## src/rtl/bus_slave_if_if.sv

```systemverilog
// Bus-side signal bundle for bus_slave_if.
// Active-low chip select, address strobe and ready, plus the word address
// and both data directions. The master drives the request half and the
// slave drives rd_data/rdy_.
interface bus_slave_if_if;
    logic        cs_;
    logic        as_;
    logic        rw;
    logic [29:0] addr;
    logic [31:0] wr_data;
    logic [31:0] rd_data;
    logic        rdy_;

    modport master (
        output cs_, as_, rw, addr, wr_data,
        input  rd_data, rdy_
    );

    modport slave (
        input  cs_, as_, rw, addr, wr_data,
        output rd_data, rdy_
    );
endinterface

```

## src/rtl/bus_slave_if.sv

```systemverilog
// bus_slave_if: bridges a strobe/ready style system bus onto a simple
// level-request / ack device port.
// A bus access (cs_=0, as_=0) is latched and held on the device port until
// the device acks. The result is then returned with a single rdy_ pulse.
// rd_data is forced to zero whenever rdy_ is high, so several slaves can
// share an OR-mux.
// Optional feature: define BUS_SLAVE_TIMEOUT_EN to add a device-ack timeout.
// The timeout completes the access with 32'hDEAD_BEEF on reads and sets a
// sticky err flag.
module bus_slave_if #(
    parameter int LOCAL_ADDR_W = 8,   // 1..29 low word-address bits forwarded
    parameter int TIMEOUT_CYC  = 255  // 1..255 REQ cycles tolerated without ack
) (
    input  logic                    clk,
    input  logic                    reset,
    bus_slave_if_if.slave           bus,
    output logic                    dev_req,
    output logic [LOCAL_ADDR_W-1:0] dev_addr,
    output logic                    dev_rw,
    output logic [31:0]             dev_wr_data,
    input  logic [31:0]             dev_rd_data,
    input  logic                    dev_ack,
    output logic                    err
);

    localparam logic        RW_READ      = 1'b1;
    localparam logic [31:0] TIMEOUT_DATA = 32'hDEAD_BEEF;
    // Count value seen in the last REQ cycle before the timeout fires.
    localparam logic [7:0]  TIMEOUT_LAST = 8'(TIMEOUT_CYC - 1);

    typedef enum logic [1:0] {
        IDLE,
        REQ,
        RESP
    } state_e;

    state_e                  state_q, state_d;
    logic [LOCAL_ADDR_W-1:0] dev_addr_q, dev_addr_d;
    logic                    dev_rw_q, dev_rw_d;
    logic [31:0]             dev_wr_data_q, dev_wr_data_d;
    logic [31:0]             rd_buf_q, rd_buf_d;
`ifdef BUS_SLAVE_TIMEOUT_EN
    logic [7:0]              cnt_q, cnt_d;
    logic                    err_q, err_d;
`endif

    // The upper address bits are decoded by the bus fabric, not by this block.
    // TIMEOUT_LAST is only consumed when the timeout is built in.
    logic unused_cfg;
    assign unused_cfg = ^{bus.addr[29:LOCAL_ADDR_W], TIMEOUT_LAST};

    // State register and latched access fields.
    // NOTE: sequential state uses non-blocking assignments only. Every flop
    // then samples pre-edge values, whatever the statement order.
    always_ff @(posedge clk) begin
        if (reset) begin
            state_q       <= IDLE;
            dev_addr_q    <= '0;
            dev_rw_q      <= RW_READ;
            dev_wr_data_q <= '0;
            rd_buf_q      <= '0;
`ifdef BUS_SLAVE_TIMEOUT_EN
            cnt_q         <= '0;
            err_q         <= 1'b0;
`endif
        end else begin
            state_q       <= state_d;
            dev_addr_q    <= dev_addr_d;
            dev_rw_q      <= dev_rw_d;
            dev_wr_data_q <= dev_wr_data_d;
            rd_buf_q      <= rd_buf_d;
`ifdef BUS_SLAVE_TIMEOUT_EN
            cnt_q         <= cnt_d;
            err_q         <= err_d;
`endif
        end
    end

    // Next-state logic: capture in IDLE, wait for ack (or timeout) in REQ,
    // then spend a single cycle in RESP.
    // NOTE: every _d signal gets its hold value before the case statement.
    // That way no path through the block leaves one unassigned and infers a latch.
    always_comb begin
        state_d       = state_q;
        dev_addr_d    = dev_addr_q;
        dev_rw_d      = dev_rw_q;
        dev_wr_data_d = dev_wr_data_q;
        rd_buf_d      = rd_buf_q;
`ifdef BUS_SLAVE_TIMEOUT_EN
        cnt_d         = cnt_q;
        err_d         = err_q;
`endif
        unique case (state_q)
            IDLE: begin
                // An address strobe without chip select belongs to another slave.
                if (!bus.cs_ && !bus.as_) begin
                    dev_addr_d    = bus.addr[LOCAL_ADDR_W-1:0];
                    dev_rw_d      = bus.rw;
                    dev_wr_data_d = bus.wr_data;
`ifdef BUS_SLAVE_TIMEOUT_EN
                    cnt_d         = '0;
`endif
                    state_d       = REQ;
                end
            end
            REQ: begin
                // An ack takes priority over a timeout landing in the same cycle.
                if (dev_ack) begin
                    if (dev_rw_q == RW_READ) begin
                        rd_buf_d = dev_rd_data;
                    end
                    state_d = RESP;
                end
`ifdef BUS_SLAVE_TIMEOUT_EN
                else if (cnt_q == TIMEOUT_LAST) begin
                    err_d = 1'b1;
                    if (dev_rw_q == RW_READ) begin
                        rd_buf_d = TIMEOUT_DATA;
                    end
                    state_d = RESP;
                end else begin
                    cnt_d = cnt_q + 8'd1;
                end
`endif
            end
            RESP: begin
                state_d = IDLE;
            end
            default: begin
                state_d = IDLE;
            end
        endcase
    end

    // Outputs decode straight from registers. dev_req is high exactly while
    // in REQ, and rdy_/rd_data are live only in RESP.
    assign dev_req     = (state_q == REQ);
    assign dev_addr    = dev_addr_q;
    assign dev_rw      = dev_rw_q;
    assign dev_wr_data = dev_wr_data_q;
    assign bus.rdy_    = (state_q != RESP);
    assign bus.rd_data = (state_q == RESP && dev_rw_q == RW_READ) ? rd_buf_q : '0;
`ifdef BUS_SLAVE_TIMEOUT_EN
    assign err         = err_q;
`else
    assign err         = 1'b0;
`endif

endmodule
```

## src/flat_wrapper.sv

```systemverilog
// flat-port wrapper written by rule: the top's interface ports become plain ports
module bus_slave_if_flat 
#(
    parameter int LOCAL_ADDR_W = 8,                                           
    parameter int TIMEOUT_CYC  = 255                                            
)
  (clk, reset, dev_req, dev_addr, dev_rw, dev_wr_data, dev_rd_data, dev_ack, err, bus_cs_, bus_as_, bus_rw, bus_addr, bus_wr_data, bus_rd_data, bus_rdy_);
  bus_slave_if_if bus_i ();
  input  logic clk;
  input  logic reset;
  output logic dev_req;
  output logic [LOCAL_ADDR_W-1:0] dev_addr;
  output logic dev_rw;
  output logic [31:0] dev_wr_data;
  input  logic [31:0] dev_rd_data;
  input  logic dev_ack;
  output logic err;
  input wire logic [$bits(bus_i.cs_)-1:0] bus_cs_;
  input wire logic [$bits(bus_i.as_)-1:0] bus_as_;
  input wire logic [$bits(bus_i.rw)-1:0] bus_rw;
  input wire logic [$bits(bus_i.addr)-1:0] bus_addr;
  input wire logic [$bits(bus_i.wr_data)-1:0] bus_wr_data;
  output wire logic [$bits(bus_i.rd_data)-1:0] bus_rd_data;
  output wire logic [$bits(bus_i.rdy_)-1:0] bus_rdy_;
  assign bus_i.cs_ = bus_cs_;
  assign bus_i.as_ = bus_as_;
  assign bus_i.rw = bus_rw;
  assign bus_i.addr = bus_addr;
  assign bus_i.wr_data = bus_wr_data;
  assign bus_rd_data = bus_i.rd_data;
  assign bus_rdy_ = bus_i.rdy_;
  bus_slave_if #(.LOCAL_ADDR_W(LOCAL_ADDR_W), .TIMEOUT_CYC(TIMEOUT_CYC)) u_core (.clk(clk), .reset(reset), .bus(bus_i), .dev_req(dev_req), .dev_addr(dev_addr), .dev_rw(dev_rw), .dev_wr_data(dev_wr_data), .dev_rd_data(dev_rd_data), .dev_ack(dev_ack), .err(err));
endmodule
```

## config.mk

```make
export PLATFORM = sky130hd
export DESIGN_NAME = bus_slave_if_flat
export DESIGN_NICKNAME = d
export VERILOG_FILES = /design/src/rtl/bus_slave_if_if.sv /design/src/rtl/bus_slave_if.sv /design/src/flat_wrapper.sv
export SDC_FILE = /design/constraint.sdc
export NUM_CORES = 1
export LEC_CHECK = 0
export ABC_AREA = 1
export CORE_MARGIN = 3
export CORE_UTILIZATION = 43
export CTS_BUF_LIST = sky130_fd_sc_hd__clkbuf_8 sky130_fd_sc_hd__clkbuf_16
export DETAILED_ROUTE_END_ITERATION = 8
export PLACE_DENSITY = 0.85
export RECOVER_POWER = 100
export SLEW_MARGIN = 20
export SYNTH_ARGS = -nofsm -noshare
export SYNTH_HDL_FRONTEND = slang
export SYNTH_SLANG_ARGS = --single-unit
```

## constraint.sdc

```tcl
create_clock -name clk -period 3.4 [get_ports clk]
set_clock_uncertainty 0.15 [all_clocks]
set_input_delay 0.68 -clock clk [delete_from_list [all_inputs] [get_ports clk]]
set_output_delay 0.68 -clock clk [all_outputs]
set_load 0.01 [all_outputs]
```

Word level (Yosys, flattened, before mapping)
Index checks and enable logic that the tools add are counted.
- reductions and logical operators: 8
- multiplexer cells: 4
- equal/unequal tests: 5
- operator list (cell ; count):
    2-to-1 mux 32 bit ; 1
    2-to-1 mux 2 bit ; 2
    inequality test 2 x 1 -> 1 bit, second input constant ; 2
    one-hot mux 2 bit (2 select lines) ; 1
    AND reduction 2 bit ; 2
    AND reduction 3 bit ; 1
    equality test 2 x 1 -> 1 bit, second input constant ; 1
    equality test 2 bit, second input constant ; 1
    logical AND 1 bit ; 2
    zero test 1 bit ; 2
    zero test 2 bit ; 1
    inequality test 2 bit, second input constant ; 1
- register bits: 75
- word-level logic and storage cells: 22
- output and inout bits: 76
- input port bits: 100

Longest topological paths before layout
Gate-level depths: netlist of the first run.
- depth in word-level cells: 4
- gate-level depth with buffers: 6
- mapped depth without buffers: 5

Worst setup path before layout of the first run
No wires, ideal clock.
- kind: register -> output
- start: register u_core.state_q[1]
- end: output bus_rd_data[0]
- data required time: 2570 ps
- path buffers: 1
- cell stages (with the launch flop): 4
- arrival time: 994 ps
- setup slack: 1576 ps
- cells stage by stage: dfxtp_1 -> nand3_1 -> buf_2 -> nor2_1
- longest elaborated chain between the ends: 3
- RTL lines (element ; RTL line ; text):
    start, declared ; bus_slave_if.sv:37 ; state_e state_q, state_d;
    start signal, assigned ; bus_slave_if.sv:67 ; state_q <= state_d;
    equality test 2 bit ; bus_slave_if.sv:142 ; assign bus.rd_data = (state_q == RESP && dev_rw_q == RW_READ) ? rd_buf_q : '0;
    logical AND 1 bit ; bus_slave_if.sv:142 ;
    2-to-1 mux 32 bit ; bus_slave_if.sv:142 ;
    end, declared ; flat_wrapper.sv:23 ; output wire logic [$bits(bus_i.rd_data)-1:0] bus_rd_data;
No other way between the ends.

Worst setup path in the final report of the first run
- start: input bus_as_
- end: register u_core.dev_wr_data_q[27] (netlist: u_core.dev_wr_data[27])
- longest elaborated chain between the ends: 3
- RTL lines (element ; RTL line ; text):
    start, declared ; flat_wrapper.sv:19 ; input wire logic [$bits(bus_i.as_)-1:0] bus_as_;
    zero test 1 bit ; bus_slave_if.sv:96 ; if (!bus.cs_ && !bus.as_) begin
    logical AND 1 bit ; bus_slave_if.sv:96 ;
    AND reduction 2 bit (no source line) ; -- ;
    end signal, assigned ; bus_slave_if.sv:70 ; dev_wr_data_q <= dev_wr_data_d;
    end, declared ; bus_slave_if.sv:40 ; logic [31:0] dev_wr_data_q, dev_wr_data_d;
No other way between the ends.
A chain may end at the register's enable or synchronous reset.

==> metrics list, run 1 <==
- CTS buffer count: 9
- Data on the critical path arrives at its endpoint at 3.04 ns.
* Post-CTS Setup Inserts: 0
- For the worst-skew pair, the clock arrives at the later sink with an insertion delay of 0.33 ns.
- Clock slew at the register clock pins of the worst setup and hold paths: 0.07 ns
- For this run, the leading register cell type out of synthesis is sky130_fd_sc_hd__dfxtp_1.
* Number of buffers added on ports: roughly 150
- In the synthesized netlist, the number of instances is 516.
- Kind of capture point of the worst setup path: flip-flop
- Of the cells placed in the final design, the portion with a size suffix greater than 1 is 4.110%.
- The critical path is of the in -> reg type.
* Clock tree from TritonCTS: built
- Along the worst path, the maximum fanout reaches 24.
* Worst slew margin relative to its limit: -2.953%
- The first TritonRoute pass finished after 4 iterations.
* Core region area: 7767 um^2
* Pin count of the biggest net entering global routing: between 40 and 50
- After filler insertion, the fill cell instance count of the layout stands at a little under 700.
* Clock sinks: 75
- Count of flip-flops with a built-in enable after synthesis: 0
- The synthesized design contains between 70 and 80 register bits.
- In this run the mean area of a mapped cell was about 6.7 um^2.
* HPWL after detailed placement: 6.727 mm
- Multi-input combinational cell area: 1525 um^2
- The clock passes through at most 2 buffers.
- The number of antenna violations at the first check in global routing is 0.
- Once the floorplan was initialized, standard cells occupied 44.70% of the core.
- Register area share after synthesis: 43.24%
* Pleak: 0.002326 uW
- In the final layout, flip-flops and latches occupy 1501 um^2.
- Routability Congestion: about 0.74
* Top-level I/O count: 176
- For this design the ratio of total power to cell area is 371.2 nW/um^2.
- With fillers left out, the area of the finished cells amounts to 5189 um^2.
* Routed via count: 3585
- Synth-to-layout area growth: 49.44%
- Number of warnings reported in the yosys synthesis log: 0
* Achievable frequency: roughly 0.34 GHz
- Path category of the worst min-delay check: reg -> reg
* Total count of max-transition violations in the final report: 24
- DRT iter0 DRCs: 111
* Height of the die: 95.86 um
- The placed instances occupy a cell area of 5037 um^2.
- In this run the number of H-tree levels came out at 3.
- Routed wire per std cell: 12.37 um
- After synthesis, the largest area contributor takes up 43.24% of total cell area.
* Sum Neg Setup Slack: 0 ns
- Cell taking the most area after synthesis: sky130_fd_sc_hd__dfxtp_1
- The final number of hold-violating endpoints is 0.
* Mapped Nets: 616
- Total gr overflow: 0
- The number of global-route vias before repair is between 3000 and 4000.
* Main area contributors after synthesis: sky130_fd_sc_hd__dfxtp_1 43%, sky130_fd_sc_hd__nor2_1 15%, sky130_fd_sc_hd__nand3b_1 8.6%
* Share of synthesized registers carrying an async set or reset: 0%
- Of the available clock period, the critical path in the final layout requires between 80 and 90%.
- Required time at the endpoint of the critical path: 3.48 ns
* Via count normalized by instance count: 4.723
- Number of endpoints failing setup at the final stage: 0
- The final reports fail on max-capacitance violations, max-slew violations.
- The floorplan step defined a die boundary enclosing 9189 um^2.
- Startpoint Class: input pin
- Number of max-cap violations: 1
* Maximum VDD drop: 0.3000 mV
* Standard-cell row count: 32
- Number of cells upsized or downsized after cts: 0
- Top cells by count, synth: 136 x sky130_fd_sc_hd__nor2_1, 78 x sky130_fd_sc_hd__nand2_1, 75 x sky130_fd_sc_hd__dfxtp_1, 67 x sky130_fd_sc_hd__inv_1, 41 x sky130_fd_sc_hd__a21oi_1
- Post-DRT Antenna Nets: 0
- Number of distinct standard cells referenced by the synthesized netlist: 16
* Leading cell type by number of instances after synthesis: sky130_fd_sc_hd__nor2_1
- After the last flow step, the layout net total stands at 754.
* Cell area after technology mapping: about 3500 um^2
- Wire length of the first global-routing pass: 14.53 mm
- Antenna diodes: 0
- After detailed routing, the total wire length is 9.390 mm.
- Worst-Margin Slew: 1.539 ns
* Global-route usage over all layers: just under 20%
* Run status: finished with violations
- Minimum period implied by the final worst setup slack: 2.964 ns
* Root buf cell: sky130_fd_sc_hd__clkbuf_8
- Hold repair after CTS inserted 0 buffers.
* Horiz. Die Dim: 95.86 um
- In the routed design, unresolved DRC markers number 0.
- Unrepaired setup endpoints after global routing: no
[path summary, 6_finish.rpt]
check,startpoint,to,slack [ns],cells past startpoint
setup / recovery,bus_as_,u_core.dev_wr_data[27],0.44,6
hold / removal,u_core.dev_wr_data[30],u_core.dev_wr_data[30],0.33,2
setup reg to reg,u_core.state_q[1],u_core.dev_wr_data[0],1.40,5
hold reg to reg,u_core.dev_wr_data[30],u_core.dev_wr_data[30],0.33,2
[kinds of logic (layout without fill, tap and decap cells)]
family / after synthesis / in the layout / synth area share, %
AND/OR/NAND/NOR: 294 / 294 / 37.98
AO/OA/AOI/OAI: 41 / 41 / 5.910
other: 1 / 1 / 0.1080
buffers and inverters: 105 / 246 / 12.76
flip-flops: 75 / 75 / 43.24
[state kept, by name, indices dropped and copies added, names as in the netlist]
register	count
u_core.state_q	2
u_core.dev_wr_data	32
u_core.rd_buf_q	32
u_core.dev_rw	1
u_core.dev_addr	8
[area by class of cell]
cell class	count	area share, %
repair buffers	163	31.01
clock buffers	11	2.918
inverters	69	4.992
clock inverters	3	0.2894
flip-flops and latches	75	28.94
multi-input cells	336	29.39
well taps	102	2.460
[layout by cell type (no fill, tap or decap), types with 8 or more instances in the layout]
master and count:
sky130_fd_sc_hd__dlygate4sd3_1 77, sky130_fd_sc_hd__buf_4 8, sky130_fd_sc_hd__clkbuf_8 11, sky130_fd_sc_hd__nor2_1 137, sky130_fd_sc_hd__inv_1 68, sky130_fd_sc_hd__a21oi_1 41
sky130_fd_sc_hd__nand2_1 78, sky130_fd_sc_hd__nand3b_1 40, sky130_fd_sc_hd__dfxtp_1 75, sky130_fd_sc_hd__clkdlybuf4s50_1 75, sky130_fd_sc_hd__nand3_1 35
[routing by layer]
layer | vias to the layer above | track usage [%] | part of all wire [%]
li1 | 1845 | - | -
met1 | 1598 | 22.05 | 41
met4 | 0 | 6.635 | 1.6
met2 | 129 | 35.78 | 48
met5 | - | 0 | 0
met3 | 13 | 6.333 | 9.7
[stage by stage]
step                total power, uW  worst slack (ns)  instances  hold WS (ns)  utilization [%]
floorplan                      1169             1.576        516        0.3050                -
global placement               1353            0.8968        745        0.3091            64.85
detailed placement             1365            0.8820        745        0.3195            64.85
CTS                            1960            0.5069        759        0.3373            66.99
global route                   2024            0.2005        759        0.3530            66.80
finish                         1926            0.4359        759        0.3275            66.80
[power by group]
group	internal (uW)	total (uW)	switching [uW]
registers	930	956	26.2
logic	196	371	175
clock network	293	599	305
total	1420	1930	507
[worst max-delay path, cell delays in order]
cell                            delay [ns]
sky130_fd_sc_hd__dlygate4sd3_1        0.53
sky130_fd_sc_hd__nor2_1               1.16
sky130_fd_sc_hd__buf_4                0.42
sky130_fd_sc_hd__nand3b_1             0.12
sky130_fd_sc_hd__nand2_1              0.08
sky130_fd_sc_hd__nor2_1               0.05
No activity file was read; power rests on OpenSTA's default activity.
==> run 2, diff against run 1 <==
Settings changed: SLEW_MARGIN 20 to 40.
==> metrics list, run 2 (synthesis results as in run 1) <==
- Fill count: 670 (-0.45%)
- The pin count of the biggest net entering global routing is 41 (unchanged).
* Sw Share: 26.36% (+0.056 points)
* Via count normalized by instance count: 4.720 (about the same)
- Die area: 9189 um^2 (unchanged)
* Setup Slack @ Placement: 0.8820 ns (unchanged)
- Via count of the first global-routing pass: 3362 (unchanged)
* Cts hold-fix bufs: 0 (unchanged)
* Minimum period implied by the final worst setup slack: 2.950 ns (-0.01391 ns)
- In the layout the commonest cells are 137 x sky130_fd_sc_hd__nor2_1, 78 x sky130_fd_sc_hd__nand2_1, 77 x sky130_fd_sc_hd__dlygate4sd3_1.
* Antenna violations before repair: 0 (unchanged)
- Height of the die: 95.86 um (unchanged)
- Sum Neg Setup Slack: 0 ns (unchanged)
* Number of max-cap violations: 1 (unchanged)
* Worst-Margin Slew: 1.525 ns (-0.01412 ns)
- The post-route fraction of the period consumed by the critical path is 86.77% (-0.41 points).
- Startpoint Class: input pin
- Synth-to-layout area growth: 49.87%
- The reported net switching power is 508.9 uW (+0.44%).
* Maximum VDD drop: 0.2998 mV (about the same)
- Number of cells upsized or downsized after cts: 0 (unchanged)
- The number of vias in the routed layout was 3587 (+0.056%).
- The run finished, with violations left.
- HPWL after detailed placement: 6.727 mm (unchanged)
- Seq pwr share: 49.5% (about the same)
- The post-detailed-route count of antenna-violating nets came to 0 (unchanged).
* Clock insertion delay at the later pin of the skew report: 0.33 ns (about the same)
- DRT iter0 DRCs: 110 (-0.90%)
* Number of hold violations in the final report: 0 (unchanged)
- Required time at the endpoint of the critical path: 3.48 ns (about the same)
* Violations in the final reports: max-capacitance violations, max-slew violations
- Routability Congestion: 0.7389 (unchanged)
* Total power after layout: 1930 uW (+0.23%)
* Number of buffers added on ports: 152 (unchanged)
* Max FO, Critical Path: 24 (unchanged)
* Antenna diodes: 0 (unchanged)
* Pleak: 0.002334 uW (+0.33%)
* Unrepaired setup endpoints after global routing: no
- The headroom to the max-slew limit came to -2.009% (+0.94 points).
* Routed WL: 9.465 mm (+0.80%)
- The number of H-tree branching levels was 3 (unchanged).
- The average wire per cell in the routed design is 12.45 um (+0.67%).
- Path category of the worst min-delay check: reg -> reg
* Critical path class: in -> reg
- Internal power component: 1422 uW (+0.15%)
- The share of power burned in the clock network came to 31.1% (about the same).
- CTS placed an instance of sky130_fd_sc_hd__clkbuf_8 at the clock tree root.
- Number of endpoints failing setup at the final stage: 0 (unchanged)
* Clock tree from TritonCTS: built
- The combinational group share of total power came to 19.4% (about the same).
- DRC viols: 0 (unchanged)
- Worst slack on hold paths: 0.3286 ns (+0.001123 ns)
* PwrDens: 371.0 nW/um^2 (about the same)
* Setup WS post-layout: 0.4498 ns (+0.01391 ns)
- Number of detailed-routing iterations run before antenna repair: 5 (+1)
- Arrival time reported for the critical path endpoint: 3.03 ns (about the same)
- Clock tree buffer depth: 2 (unchanged)
- Most frequent standard cell in the layout excluding fill and tap cells: sky130_fd_sc_hd__nor2_1
- The site row count was 32 (unchanged).
* Core region area: 7767 um^2 (unchanged)
- Wire length of the first global-routing pass: 14.53 mm (unchanged)
- Global-route usage over all layers: 19.90% (unchanged)
- Clock slew at the register clock pins of the worst setup and hold paths: 0.07 ns (about the same)
* Clock sinks: 75 (unchanged)
* CTS buffer count: 9 (unchanged)
- The count of buffers added by post-CTS timing repair for setup came to 0 (unchanged).
- Final #Nets: 755 (+0.13%)
- Top-level I/O count: 176 (unchanged)
- The achievable frequency is 0.3390 GHz (+0.47%).
- The total overflow reported by the global router came to 0 (unchanged).
- The number of pins exceeding their max-slew limit in the final report is 24 (unchanged).
- Kind of capture point of the worst setup path: flip-flop
* Horiz. Die Dim: 95.86 um (unchanged)
- Fraction of final layout cells sized beyond drive strength 1: 4.255% (+0.15 points)
* Effective utilization at floorplan: 44.70% (unchanged)
## run 2: area by class of cell
class                           instances  area (um^2)  area share [%]
Timing Repair Buffer                  164         1624           31.21
Clock inverter                          3        15.01          0.2885
Tap cell                              102        127.6           2.453
Inverter                               69        259.0           4.977
Sequential cell                        75         1501           28.85
Clock buffer                           11        151.4           2.909
Multi-Input combinational cell        336         1525           29.31
## run 2: worst max-delay path: stages
cell,delay (ns)
sky130_fd_sc_hd__dlygate4sd3_1,0.53
sky130_fd_sc_hd__nor2_1,1.15
sky130_fd_sc_hd__buf_4,0.42
sky130_fd_sc_hd__nand3b_1,0.12
sky130_fd_sc_hd__nand2_1,0.08
sky130_fd_sc_hd__nor2_1,0.05
## run 2: power by group through the flow
stage | Combinational, uW | Sequential [uW] | Clock, uW
2_1_floorplan | 179 | 990 | 0
3_3_place_gp | 379 | 974 | 0
3_5_place_dp | 389 | 977 | 0
4_1_cts | 390 | 957 | 612
5_1_grt | 416 | 961 | 649
6_report | 375 | 956 | 600
## run 2: final timing paths
| path | start | end | slack (ns) | cells past startpoint |
|---|---|---|---|---|
| max | bus_as_ | u_core.dev_wr_data[27] | 0.45 | 6 |
| min | u_core.dev_wr_data[30] | u_core.dev_wr_data[30] | 0.33 | 2 |
| max reg2reg | u_core.state_q[1] | u_core.dev_wr_data[27] | 1.58 | 6 |
| min reg2reg | u_core.dev_wr_data[30] | u_core.dev_wr_data[30] | 0.33 | 2 |
## run 2: metal layers
metal,wire [um],vias to the layer above,global-route usage [%]
met3,872,13,6.333
met1,3877,1603,22.05
li1,-,1845,-
met5,0,-,0
met2,4561,126,35.78
met4,153,0,6.635
## run 2: per-stage QoR
step / cell area [um^2] / cells / utilization [%]
after floorplan: 3472 / 516 / -
after global placement: 5037 / 745 / 64.85
after detailed placement: 5037 / 745 / 64.85
after CTS: 5204 / 759 / 66.99
after global routing: 5204 / 760 / 66.99
final: 5204 / 760 / 66.99
==> run 3, diff against run 2 <==
Settings changed: GPL_ROUTABILITY_DRIVEN set to 0.
==> results of run 3 <==
The final DEF is identical to that of run 2; final timing and power are the same.
